**src/rtl/fnd_scan_driver.sv**
```systemverilog
// fnd_scan_driver: multiplexed 4-digit 7-segment driver with a per-frame digit snapshot,
// leading-zero blanking and per-digit decimal points.
module fnd_scan_driver #(
    parameter int SCAN_DIV   = 100000,
    parameter bit ACTIVE_LOW = 1'b1,
    parameter bit BLANK_LZ   = 1'b1
) (
    input  logic        clk,
    input  logic        rst,
    input  logic        en,
    input  logic [15:0] digits,
    input  logic [3:0]  dp_in,
    output logic [3:0]  an,
    output logic [6:0]  seg,
    output logic        dp,
    output logic        frame_done
);
    localparam int PW = $clog2(SCAN_DIV);
    localparam logic [PW-1:0] LAST = PW'(SCAN_DIV - 1);

    logic [PW-1:0] presc;
    logic [1:0]    idx;
    logic [15:0]   snap;
    logic [3:0]    snap_dp;
    logic          primed;
    logic          tick, wrap, load, lit, blank;
    logic [3:0]    nib, z, an_d;
    logic [6:0]    dec, seg_d;
    logic          dp_d;

    assign tick = en && presc == LAST;
    assign wrap = tick && idx == 2'd3;
    assign load = en && (!primed || wrap);

    always_ff @(posedge clk or posedge rst) begin
        if (rst) begin
            presc      <= '0;
            idx        <= '0;
            snap       <= '0;
            snap_dp    <= '0;
            primed     <= 1'b0;
            frame_done <= 1'b0;
            an         <= {4{ACTIVE_LOW}};
            seg        <= {7{ACTIVE_LOW}};
            dp         <= ACTIVE_LOW;
        end else begin
            if (en) begin
                presc  <= tick ? '0 : presc + 1'b1;
                primed <= 1'b1;
            end
            if (tick)
                idx <= idx + 2'd1;
            if (load) begin
                snap    <= digits;
                snap_dp <= dp_in;
            end
            frame_done <= wrap;
            an         <= an_d ^ {4{ACTIVE_LOW}};
            seg        <= seg_d ^ {7{ACTIVE_LOW}};
            dp         <= dp_d ^ ACTIVE_LOW;
        end
    end

    assign nib = snap[{idx, 2'b00} +: 4];

    always_comb begin
        dec = 7'h40;
        case (nib)
            4'd0: dec = 7'h3F;
            4'd1: dec = 7'h06;
            4'd2: dec = 7'h5B;
            4'd3: dec = 7'h4F;
            4'd4: dec = 7'h66;
            4'd5: dec = 7'h6D;
            4'd6: dec = 7'h7D;
            4'd7: dec = 7'h07;
            4'd8: dec = 7'h7F;
            4'd9: dec = 7'h6F;
            default: dec = 7'h40;
        endcase
    end

    // A digit blanks only when it and every digit above it are zero
    assign z     = {snap[15:12] == 4'd0, snap[11:8] == 4'd0, snap[7:4] == 4'd0, snap[3:0] == 4'd0};
    assign blank = BLANK_LZ && (idx == 2'd3 ? z[3] : idx == 2'd2 ? &z[3:2] : idx == 2'd1 ? &z[3:1] : 1'b0);
    assign lit   = en && primed;
    assign an_d  = lit ? 4'b0001 << idx : 4'b0000;
    assign seg_d = (lit && !blank) ? dec : 7'h00;
    assign dp_d  = lit && snap_dp[idx];
endmodule

```
**config.mk**
```make
export PLATFORM = sky130hd
export DESIGN_NAME = fnd_scan_driver
export DESIGN_NICKNAME = d
export VERILOG_FILES = /design/src/rtl/fnd_scan_driver.sv
export SDC_FILE = /design/constraint.sdc
export NUM_CORES = 1
export LEC_CHECK = 0
export ABC_AREA = 1
export BUFFER_PORTS_ARGS = -buffer_cell sky130_fd_sc_hd__buf_2
export CAP_MARGIN = 20
export CELL_PAD_IN_SITES_DETAIL_PLACEMENT = 0
export CELL_PAD_IN_SITES_GLOBAL_PLACEMENT = 1
export CORE_ASPECT_RATIO = 0.8
export CORE_MARGIN = 2
export CORE_UTILIZATION = 38
export CTS_CLUSTER_SIZE = 25
export DETAILED_ROUTE_END_ITERATION = 8
export PLACE_DENSITY = 0.73
export SLEW_MARGIN = 20
export SYNTH_ARGS = -nofsm -noshare
export SYNTH_HDL_FRONTEND = slang
export SYNTH_SLANG_ARGS = --single-unit
```
**constraint.sdc**
```tcl
create_clock -name clk -period 1.7 [get_ports clk]
set_input_delay 0.17 -clock clk [delete_from_list [all_inputs] [get_ports clk]]
set_output_delay 0.17 -clock clk [all_outputs]
set_load 0.1 [all_outputs]
```
## Yosys cells after proc, flatten, opt, wreduce, memory -nomap -nowiden

Memory sizes are Yosys's and may differ from the RTL's.
Cells that the tools add are included.

| storage, ports and cells | value |
|---|---|
| memories kept | 1 |
| bits in read-only memories | 112 |
| flip-flop bits (word level) | 53 |
| word-level logic and storage cells | 44 |
| output and inout bits | 13 |

| operators by class | value |
|---|---|
| add/sub/neg operators | 2 |
| eq/ne operators | 4 |
| bitwise gates (word level) | 3 |
| shifts and indexed selects | 2 |
| order comparisons | 1 |
| muxes and demuxes | 8 |
| reduce and logical (&&, ||, !) cells | 14 |

Memory list:

| name | depth | bits a word | read ports | clocked after memory_dff | wr ports | RTL line | text |
|---|---|---|---|---|---|---|---|
| (name not given) | 16 | 7 | 1 | 0 | 0 | 68 | `case (nib)` |

Operators by type and width:

| operator | count |
|---|---|
| 17-bit by 1-bit adder with 17-bit output (second input constant) | 1 |
| 17-bit == test (second input constant) | 1 |
| 17-bit two-way mux | 1 |
| 16-bit by 5-bit variable part select with 4-bit output | 1 |
| 4-bit logical NOT | 3 |
| 7-bit two-way mux | 1 |
| 7-bit NOT | 1 |
| 1-bit logical AND | 6 |
| 2-bit == test (second input constant) | 2 |
| 1-bit two-way mux | 4 |
| 4-bit two-way mux | 1 |
| 4-bit NOT | 1 |
| 1-bit by 2-bit left shift with 4-bit output (first input constant) | 1 |
| 2-bit by 3-bit less-than comparator with 1-bit output (second input constant) | 1 |
| 3-bit AND reduction | 1 |
| 2-bit by 1-bit adder with 2-bit output (second input constant) | 1 |
| 1-bit binary-select mux with 2-bit select | 1 |
| 2-bit by 1-bit == test with 1-bit output (second input constant) | 1 |
| 1-bit logical NOT | 2 |
| 2-bit AND reduction | 1 |
| 1-bit logical OR | 1 |
| 1-bit NOT | 1 |

## Depth between registers and ports, before layout

Gate-level depths: netlist of the first run.

| depth | value |
|---|---|
| depth in word-level cells | 9 |
| gate-level depth with buffers | 12 |
| mapped depth without buffers | 11 |

## Least setup slack after synthesis of the first run

No wires, ideal clock.

| timing path | value |
|---|---|
| path type | register to register |
| start point | register idx[0] |
| end point | register seg[3] |
| library setup time | 0.064 ns |
| cell stages (with the launch flop) | 10 |
| path buffers | 1 |
| clock period less this slack | 1.732 ns |
| arrival time | 1.668 ns |
| required time | 1.636 ns |
| path slack | -0.032 ns |
| path through | dfrtp_1 > inv_1 > buf_2 > nand2_1 > a32oi_1 > inv_1 > ha_1 > o21ai_0 > nand2_1 > nand3_1 |

| between the ends | value |
|---|---|
| cells in the longest elaborated chain, start to end | 8 |

RTL lines:

| element | RTL line | text |
|---|---|---|
| start, declared | 22 | `logic [1:0] idx;` |
| start signal, assigned | 52 | `idx <= idx + 2'd1;` |
| branches (longest 6 deep; another with memory read 16 x 7 bit) | n/a |  |
| 7-bit two-way mux (*) | 88 | `assign seg_d = (lit && !blank) ? dec : 7'h00;` |
| 7-bit NOT (no line) (*) | n/a |  |
| end signal, assigned | 44 | `seg <= {7{ACTIVE_LOW}};` |
| end signal, assigned | 59 | `seg <= seg_d ^ {7{ACTIVE_LOW}};` |
| end, declared | 14 | `output logic [6:0] seg,` |

Every way passes the cells marked *.
A chain may end at the register's enable or synchronous reset.

## Worst setup path in the final report of the first run

Ends and elaborated chain as after synthesis.

==> results.ini, run 1 <==
[run_status]
outcome=completed

[hold_path]
hold_path_class=input port to register
worstHoldEndpoint=snap[8]$_DFFE_PP0P_
whs_path_depth=3
hold_start=digits[8]

[detailed_routing]
vias=2316
drcViolationCount=0
ant_nets=0
via_per_inst=4.80
drt_iter0_drc=176
drt_wl_total_um=6080
routedWlPerCell_um=12.6
dr.pass1.iters=4

[yosys]
synth_top_area_cell=dfrtp_1
synthCells=341
synth-seq-area-share=0.491
synthFlopType=dfrtp_1
syn_nets=374
async_flop_share=1.00
synth_edf_count=0
netlist_area_um2=2730
synth.distinct_cells=30
synth_area_leaders=dfrtp_1 (38%), nand2_1 (14%), dfstp_2 (12%)
ys_warn_count=0
synth.ff_latch_count=53
synth_top_area_frac=0.375
synth.avg_cell_area_um2=8.01

[worst_setup_path]
crit_chain=buf_6 > nand2_1 > a32oi_2 > inv_1 > ha_1 > o21ai_1 > nand2_1 > nand3_1
worstPathRequired_ps=1940
cp_slowest_cell=dfrtp_1
endpoint_kind=register
r2r_end=seg[3]$_DFF_PP1_
slowest_delay_ps=410
crit_type=register to register
r2r_cells=8
critPathMaxFanout=8
startpoint=idx[0]$_DFFE_PP0N_
worst-r2r-setup-slack_ps=70
start_kind=register
cpMostUsedCell=nand2_1
cp.arrival_ps=1870
reg2reg_from=idx[0]$_DFFE_PP0N_

[floorplanning]
core_region_area_um2=6930
die_h_um=79.8
dieArea_um2=7890
ioPinCount=36
fp-row-count=27
die_w_um=98.8
initial_utilization=0.395

[finish]
final_area_um2=3240
layout_common_cells=nand2_1 (103), nand3_1 (48), dfrtp_1 (41)
fill_cells=674
nets=427
area_growth_pct=18.5
final_common_cell=nand2_1
fin_cells=482
diodes=0
drive_gt1_frac=0.225

[global_routing]
grt_pass1_wl_um=10400
grt_pass1_vias=2051
antenna_found_initial=0
grt_max_degree=37
grt_overflow_total=0
grt_util_all_layers=0.166

[clock_tree]
cts_tree=built
cts_max_path_buffers=2
clkLatencyLatePin_ps=310
cts_sinks=53
cts_setup_buffers=0
cts_root_buffer=clkbuf_8
h-tree-depth=2
cts-buffers-inserted=5
path_clk_slew_ps=90

[flow_run]
drv_cap=0

[placement]
dp_slack_ps=58.3
gp_congestion=0.851
dpl_cell_area_um2=3130
dp_cells=473
hpwl_um=4560
io_buffers=35

[sta]
finalCriticalPeriod_ps=1630
finClkSkew_ps=16.6
relSlewSlack=0.672
final.period_utilization=0.959
rsz0062_at_grt=yes
setup_ws_ps=70.0
maxSlewViolCount=0
worstMarginPinSlew_ps=496
hold_violations=0
setup_viol=0
max_freq_ghz=0.613

[power]
vdd_drop_max_uv=325
powerDensity_nw_per_um2=1020
leakagePower_nw=1.65

-- timing repair --
| action | 4_1_cts | 5_1_grt |
|---|---|---|
| gates resized for setup | 0 | 7 |
| endpoints found under the hold margin | 8 | 0 |
| setup endpoints to repair | 0 | 23 |
| hold buffers | 1 | 0 |
-- layout make-up --
type                    instances  area [µm²]  share of cell area
repair buffers                 56         364               0.112
multi-input cells             247        1220               0.378
inverters                      31         119              0.0367
well taps                      87         109              0.0336
clock buffers                   7        76.3              0.0236
clock inverters                 1        5.00             0.00154
flip-flops and latches         53        1340               0.414
-- stage by stage --
step | total power [mW] | hold WS (ps) | TNS, ps | utilization
after floorplan | 2.34 | 315 | 0 | -
after global placement | 2.61 | 176 | 0 | 0.452
after CTS | 3.32 | 80.8 | 0 | 0.465
after detailed placement | 2.62 | 178 | 0 | 0.452
final | 3.29 | 85.3 | 0 | 0.468
after global routing | 3.52 | 90.1 | -84.8 | 0.468
-- how the worst max path moves through the flow --
stage / slack, ps / endpoint / cells past startpoint
2_1_floorplan: 20 / seg[3]$_DFF_PP1_ / 9
3_3_place_gp: 60 / seg[3]$_DFF_PP1_ / 8
3_5_place_dp: 60 / snap[3]$_DFFE_PP0P_ / 8
4_1_cts: 20 / seg[3]$_DFF_PP1_ / 8
5_1_grt: -80 / seg[3]$_DFF_PP1_ / 8
6_report: 70 / seg[3]$_DFF_PP1_ / 8
-- report_power, final --
group	internal (mW)	switching, mW	leakage (nW)	total [mW]
Clock	0.290	0.405	0.0422	0.696
Sequential	1.47	0.155	0.625	1.63
Combinational	0.314	0.654	0.983	0.968
Total	2.08	1.21	1.65	3.29
-- kinds of logic after synthesis --
group	Yosys count	synth area share
AND/OR/NAND/NOR	207	0.330
flip-flops	53	0.491
buffers and inverters	41	0.0678
AO/OA/AOI/OAI	25	0.0495
adder cells (fa/ha/maj)	10	0.0458
XOR/XNOR	5	0.0160
-- flip-flops by register name, summed over array words and instances, names as in the netlist, 2 cells and up --
signal	cells
presc	17
snap	16
seg	7
an	4
snap_dp	4
idx	2
-- metal layers --
metal	wire, µm	vias up	track usage
met5	0	-	0
met3	315	5	0.0306
met2	2360	52	0.222
met4	62	0	0.0493
met1	3340	1050	0.267
li1	-	1209	-
-- worst max-delay path, delay by kind of cell (launching register included) --
family,cells,cell delay (ps)
flip-flops,1,410
AO/OA/AOI/OAI,2,370
adder cells (fa/ha/maj),1,320
buffers and inverters,2,270
AND/OR/NAND/NOR,3,200
-- Yosys cell counts, drive strengths merged (2+ instances only) --
| master | instances |
|---|---|
| a21oi | 7 |
| a31oi | 2 |
| buf | 9 |
| dfrtp | 41 |
| dfstp | 12 |
| ha | 10 |
| inv | 31 |
| nand2 | 106 |
| nand3 | 50 |
| nand4 | 5 |
| nor2 | 33 |
| nor3 | 9 |
| o21ai | 13 |
| or2 | 2 |
| xor2 | 4 |
(Power assumes the default switching activity.)
==> run 2: changes to the inputs <==
--- a/config.mk
+++ b/config.mk
@@ -5,17 +5,15 @@
 export SDC_FILE = /design/constraint.sdc
 export NUM_CORES = 1
 export LEC_CHECK = 0
-export ABC_AREA = 1
 export BUFFER_PORTS_ARGS = -buffer_cell sky130_fd_sc_hd__buf_2
 export CAP_MARGIN = 20
 export CELL_PAD_IN_SITES_DETAIL_PLACEMENT = 0
 export CELL_PAD_IN_SITES_GLOBAL_PLACEMENT = 1
 export CORE_ASPECT_RATIO = 0.8
 export CORE_MARGIN = 2
-export CORE_UTILIZATION = 38
-export CTS_CLUSTER_SIZE = 25
+export CORE_UTILIZATION = 42
 export DETAILED_ROUTE_END_ITERATION = 8
-export PLACE_DENSITY = 0.73
+export PLACE_DENSITY = 0.74
 export SLEW_MARGIN = 20
 export SYNTH_ARGS = -nofsm -noshare
 export SYNTH_HDL_FRONTEND = slang
==> run 2 against run 1 <==
The flow now finishes with violations (negative setup slack). Utilization up 9.7 points. Register-to-register slack worse by 230 ps. Die area down 13%. Clock skew down 10 ps. Worst hold slack better by 4.8 ps. Sequential share of layout area down 1.4 points. First-iteration DRC count down 40%. Area after synthesis down 5.0%. Total power up 1.7%. Sequential power down 6%. Largest power group unchanged.
==> results.ini, run 2 <==
[yosys]
netlist_area_um2=2590  ; was 2730 µm²
synth.avg_cell_area_um2=12.8  ; was 8.01 µm²
synth-seq-area-share=0.517  ; was 0.491
ys_warn_count=0  ; unchanged
synthFlopType=dfrtp_1  ; unchanged
synth_top_area_frac=0.395  ; was 0.375
async_flop_share=1.00  ; unchanged
syn_nets=235  ; was 374
synth_edf_count=0  ; unchanged
synthCells=202  ; was 341
synth.most_common_cell=dfrtp_1  ; was nand2_1
synth_top_area_cell=dfrtp_1  ; unchanged
yosys-top-cells-count=dfrtp_1 (41), mux2_4 (20), dfstp_2 (12), nand2_1 (12), nor2_1 (11)  ; was nand2_1 (104), nand3_1 (48), dfrtp_1 (41), nor2_1 (30), inv_1 (28)
synth.ff_latch_count=53  ; unchanged
synth_area_leaders=dfrtp_1 (40%), dfstp_2 (12%), mux2_4 (12%)  ; was dfrtp_1 (38%), nand2_1 (14%), dfstp_2 (12%)
synth.distinct_cells=43  ; was 30

[power]
powerDensity_nw_per_um2=998  ; was 1020 nW/µm²
vdd_drop_max_uv=445  ; was 325 µV
finalPower_mw=3.35  ; was 3.29 mW
leakagePower_nw=1.61  ; was 1.65 nW

[detailed_routing]
drcViolationCount=0  ; unchanged
dr.pass1.iters=4  ; unchanged
vias=1755  ; was 2316
routedWlPerCell_um=14.0  ; was 12.6 µm
drt_wl_total_um=4980  ; was 6080 µm
drt_iter0_drc=105  ; was 176
ant_nets=0  ; unchanged
via_per_inst=4.92  ; was 4.80

[worst_setup_path]
path_buf_inv=1  ; was 2
reg2reg_from=presc[8]$_DFFE_PP0P_  ; was idx[0]$_DFFE_PP0N_
worst-r2r-setup-slack_ps=-160  ; was 70 ps
start_kind=register  ; unchanged
cp.arrival_ps=2060  ; was 1870 ps
slowest_delay_ps=560  ; was 410 ps
r2r_cells=5  ; was 8
critPathTopFamily=simple AND/OR/NAND/NOR gates  ; was flip-flops
crit_type=register to register  ; unchanged
worstPathRequired_ps=1890  ; was 1940 ps
r2r_end=snap_dp[2]$_DFFE_PP0P_  ; was seg[3]$_DFF_PP1_
endpoint_kind=register  ; unchanged
crit_chain=or4_4 > nor2_4 > a41oi_4 > buf_12 > mux2_4  ; was buf_6 > nand2_1 > a32oi_2 > inv_1 > ha_1 > o21ai_1 > nand2_1 > nand3_1
cp_slowest_cell=or4_4  ; was dfrtp_1
critPathMaxFanout=20  ; was 8

[sta]
rsz0062_at_grt=yes  ; unchanged
max_freq_ghz=0.537  ; was 0.613 GHz
tns_ps=-3650  ; was 0 ps
finalCriticalPeriod_ps=1860  ; was 1630 ps
relSlewSlack=0.636  ; was 0.672
finClkSkew_ps=6.27  ; was 16.6 ps
setup_viol=36  ; was 0
worstMarginPinSlew_ps=539  ; was 496 ps
hold_violations=0  ; unchanged
final.period_utilization=1.10  ; was 0.959
setup_ws_ps=-164  ; was 70.0 ps
maxSlewViolCount=0  ; unchanged

[clock_tree]
clkLatencyLatePin_ps=300  ; was 310 ps
cts_root_buffer=clkbuf_8  ; unchanged
path_clk_slew_ps=100  ; was 90 ps
cts_tree=built  ; unchanged
cts_sinks=53  ; unchanged
cts-buffers-inserted=5  ; unchanged
cts_max_path_buffers=2  ; unchanged
h-tree-depth=2  ; unchanged

[placement]
dpl_cell_area_um2=3100  ; was 3130 µm²
io_buffers=35  ; unchanged
gp_congestion=0.758  ; was 0.851
dp_slack_ps=-140  ; was 58.3 ps
hpwl_um=3520  ; was 4560 µm

[finish]
final_util=0.564  ; was 0.468
area_growth_pct=29.3  ; was 18.5%
final_area_um2=3350  ; was 3240 µm²
largest_reg_flops=17  ; unchanged
diodes=0  ; unchanged
fill_cells=496  ; was 674
drive_gt1_frac=0.554  ; was 0.225
layout_common_cells=dfrtp_1 (40), buf_2 (35), buf_4 (34)  ; was nand2_1 (103), nand3_1 (48), dfrtp_1 (41)
final_common_cell=dfrtp_1  ; was nand2_1
top_regs=presc (17), snap (16), seg (7)  ; unchanged
top_register=presc  ; unchanged
nets=308  ; was 427

[global_routing]
antenna_found_initial=0  ; unchanged
grt_max_degree=54  ; was 37
grt_pass1_wl_um=8200  ; was 10400 µm
grt_pass1_vias=1679  ; was 2051
grt_util_all_layers=0.154  ; was 0.166
grt_overflow_total=0  ; unchanged

[run_status]
outcome=complete, but fails checks  ; was completed
violations=negative setup slack

[floorplanning]
core_region_area_um2=5940  ; was 6930 µm²
die_h_um=74.3  ; was 79.8 µm
initial_utilization=0.437  ; was 0.395
ioPinCount=36  ; unchanged
fp-row-count=25  ; was 27
dieArea_um2=6830  ; was 7890 µm²
die_w_um=91.9  ; was 98.8 µm

[hold_path]
hold_start=digits[0]  ; was digits[8]
hold_path_class=input port to register  ; unchanged
whs_path_depth=2  ; was 3
worstHoldEndpoint=snap[0]$_DFFE_PP0P_  ; was snap[8]$_DFFE_PP0P_

[flow_run]
drv_cap=0  ; unchanged

-- run 2: cell count changes after synthesis, sizes merged, moves of 5 or more --
cell / before / now
xnor2: 1 / 6
nand3: 50 / 7
mux4: 0 / 5
mux2: 0 / 21
nor2: 33 / 12
and4: 0 / 5
nand2: 106 / 12
nor3: 9 / 0
inv: 31 / 9
-- run 2: worst max-delay path by stage --
stage,start,end,slack [ps],depth (start not counted)
2_1_floorplan,presc[8]$_DFFE_PP0P_,snap[0]$_DFFE_PP0P_,-90,5
3_3_place_gp,idx[0]$_DFFE_PP0N_,seg[3]$_DFF_PP1_,-90,5
3_5_place_dp,presc[8]$_DFFE_PP0P_,snap[3]$_DFFE_PP0P_,-140,5
4_1_cts,presc[8]$_DFFE_PP0P_,snap[7]$_DFFE_PP0P_,-170,5
5_1_grt,presc[8]$_DFFE_PP0P_,snap_dp[2]$_DFFE_PP0P_,-200,5
6_report,presc[8]$_DFFE_PP0P_,snap_dp[2]$_DFFE_PP0P_,-160,5
-- run 2: metal layers --
metal / vias up / global-route usage / share of wire
met5: - / 0 / 0
met4: 0 / 0.0498 / 0.012
met3: 5 / 0.0314 / 0.052
met2: 50 / 0.212 / 0.43
met1: 848 / 0.242 / 0.51
li1: 852 / - / -
-- run 2: logic make-up after synthesis --
family,after synthesis,share of synthesized area
compound gates,21,0.0535
buf+inv,17,0.0333
simple gates,60,0.134
mux,27,0.167
flops,53,0.517
fa+ha+maj,10,0.0482
xor+xnor,14,0.0473
-- run 2: report_power, final --
part           internal [mW]  switching (mW)
Sequential              1.44          0.0932
Combinational          0.387           0.572
Clock                  0.434           0.418
-- run 2: layout make-up --
cell class                 count  area, µm²  area share
clock inverter                 3       41.3      0.0123
tap                           81        101      0.0302
clock buffer                   5       68.8      0.0205
inverter                       9       33.8      0.0101
timing repair buffer          74        503       0.150
multi-input combinational    132       1260       0.377
sequential                    53       1340       0.400
-- run 2: what timing repair did --
action | 4_1_cts | 5_1_grt
endpoints found under the setup margin | 36 | 37
pin swaps | 0 | 9
setup buffers | 0 | 7
hold buffers | 1 | 0
cloned | 0 | 0
gates resized for setup | 2 | 22
hold endpoints to repair | 41 | 0
-- run 2: stage by stage --
stage | hold slack, ps | cells
6_report | 90.1 | 357
3_3_place_gp | 239 | 341
5_1_grt | 76.4 | 357
3_5_place_dp | 243 | 341
4_1_cts | 82.6 | 350
2_1_floorplan | 319 | 202
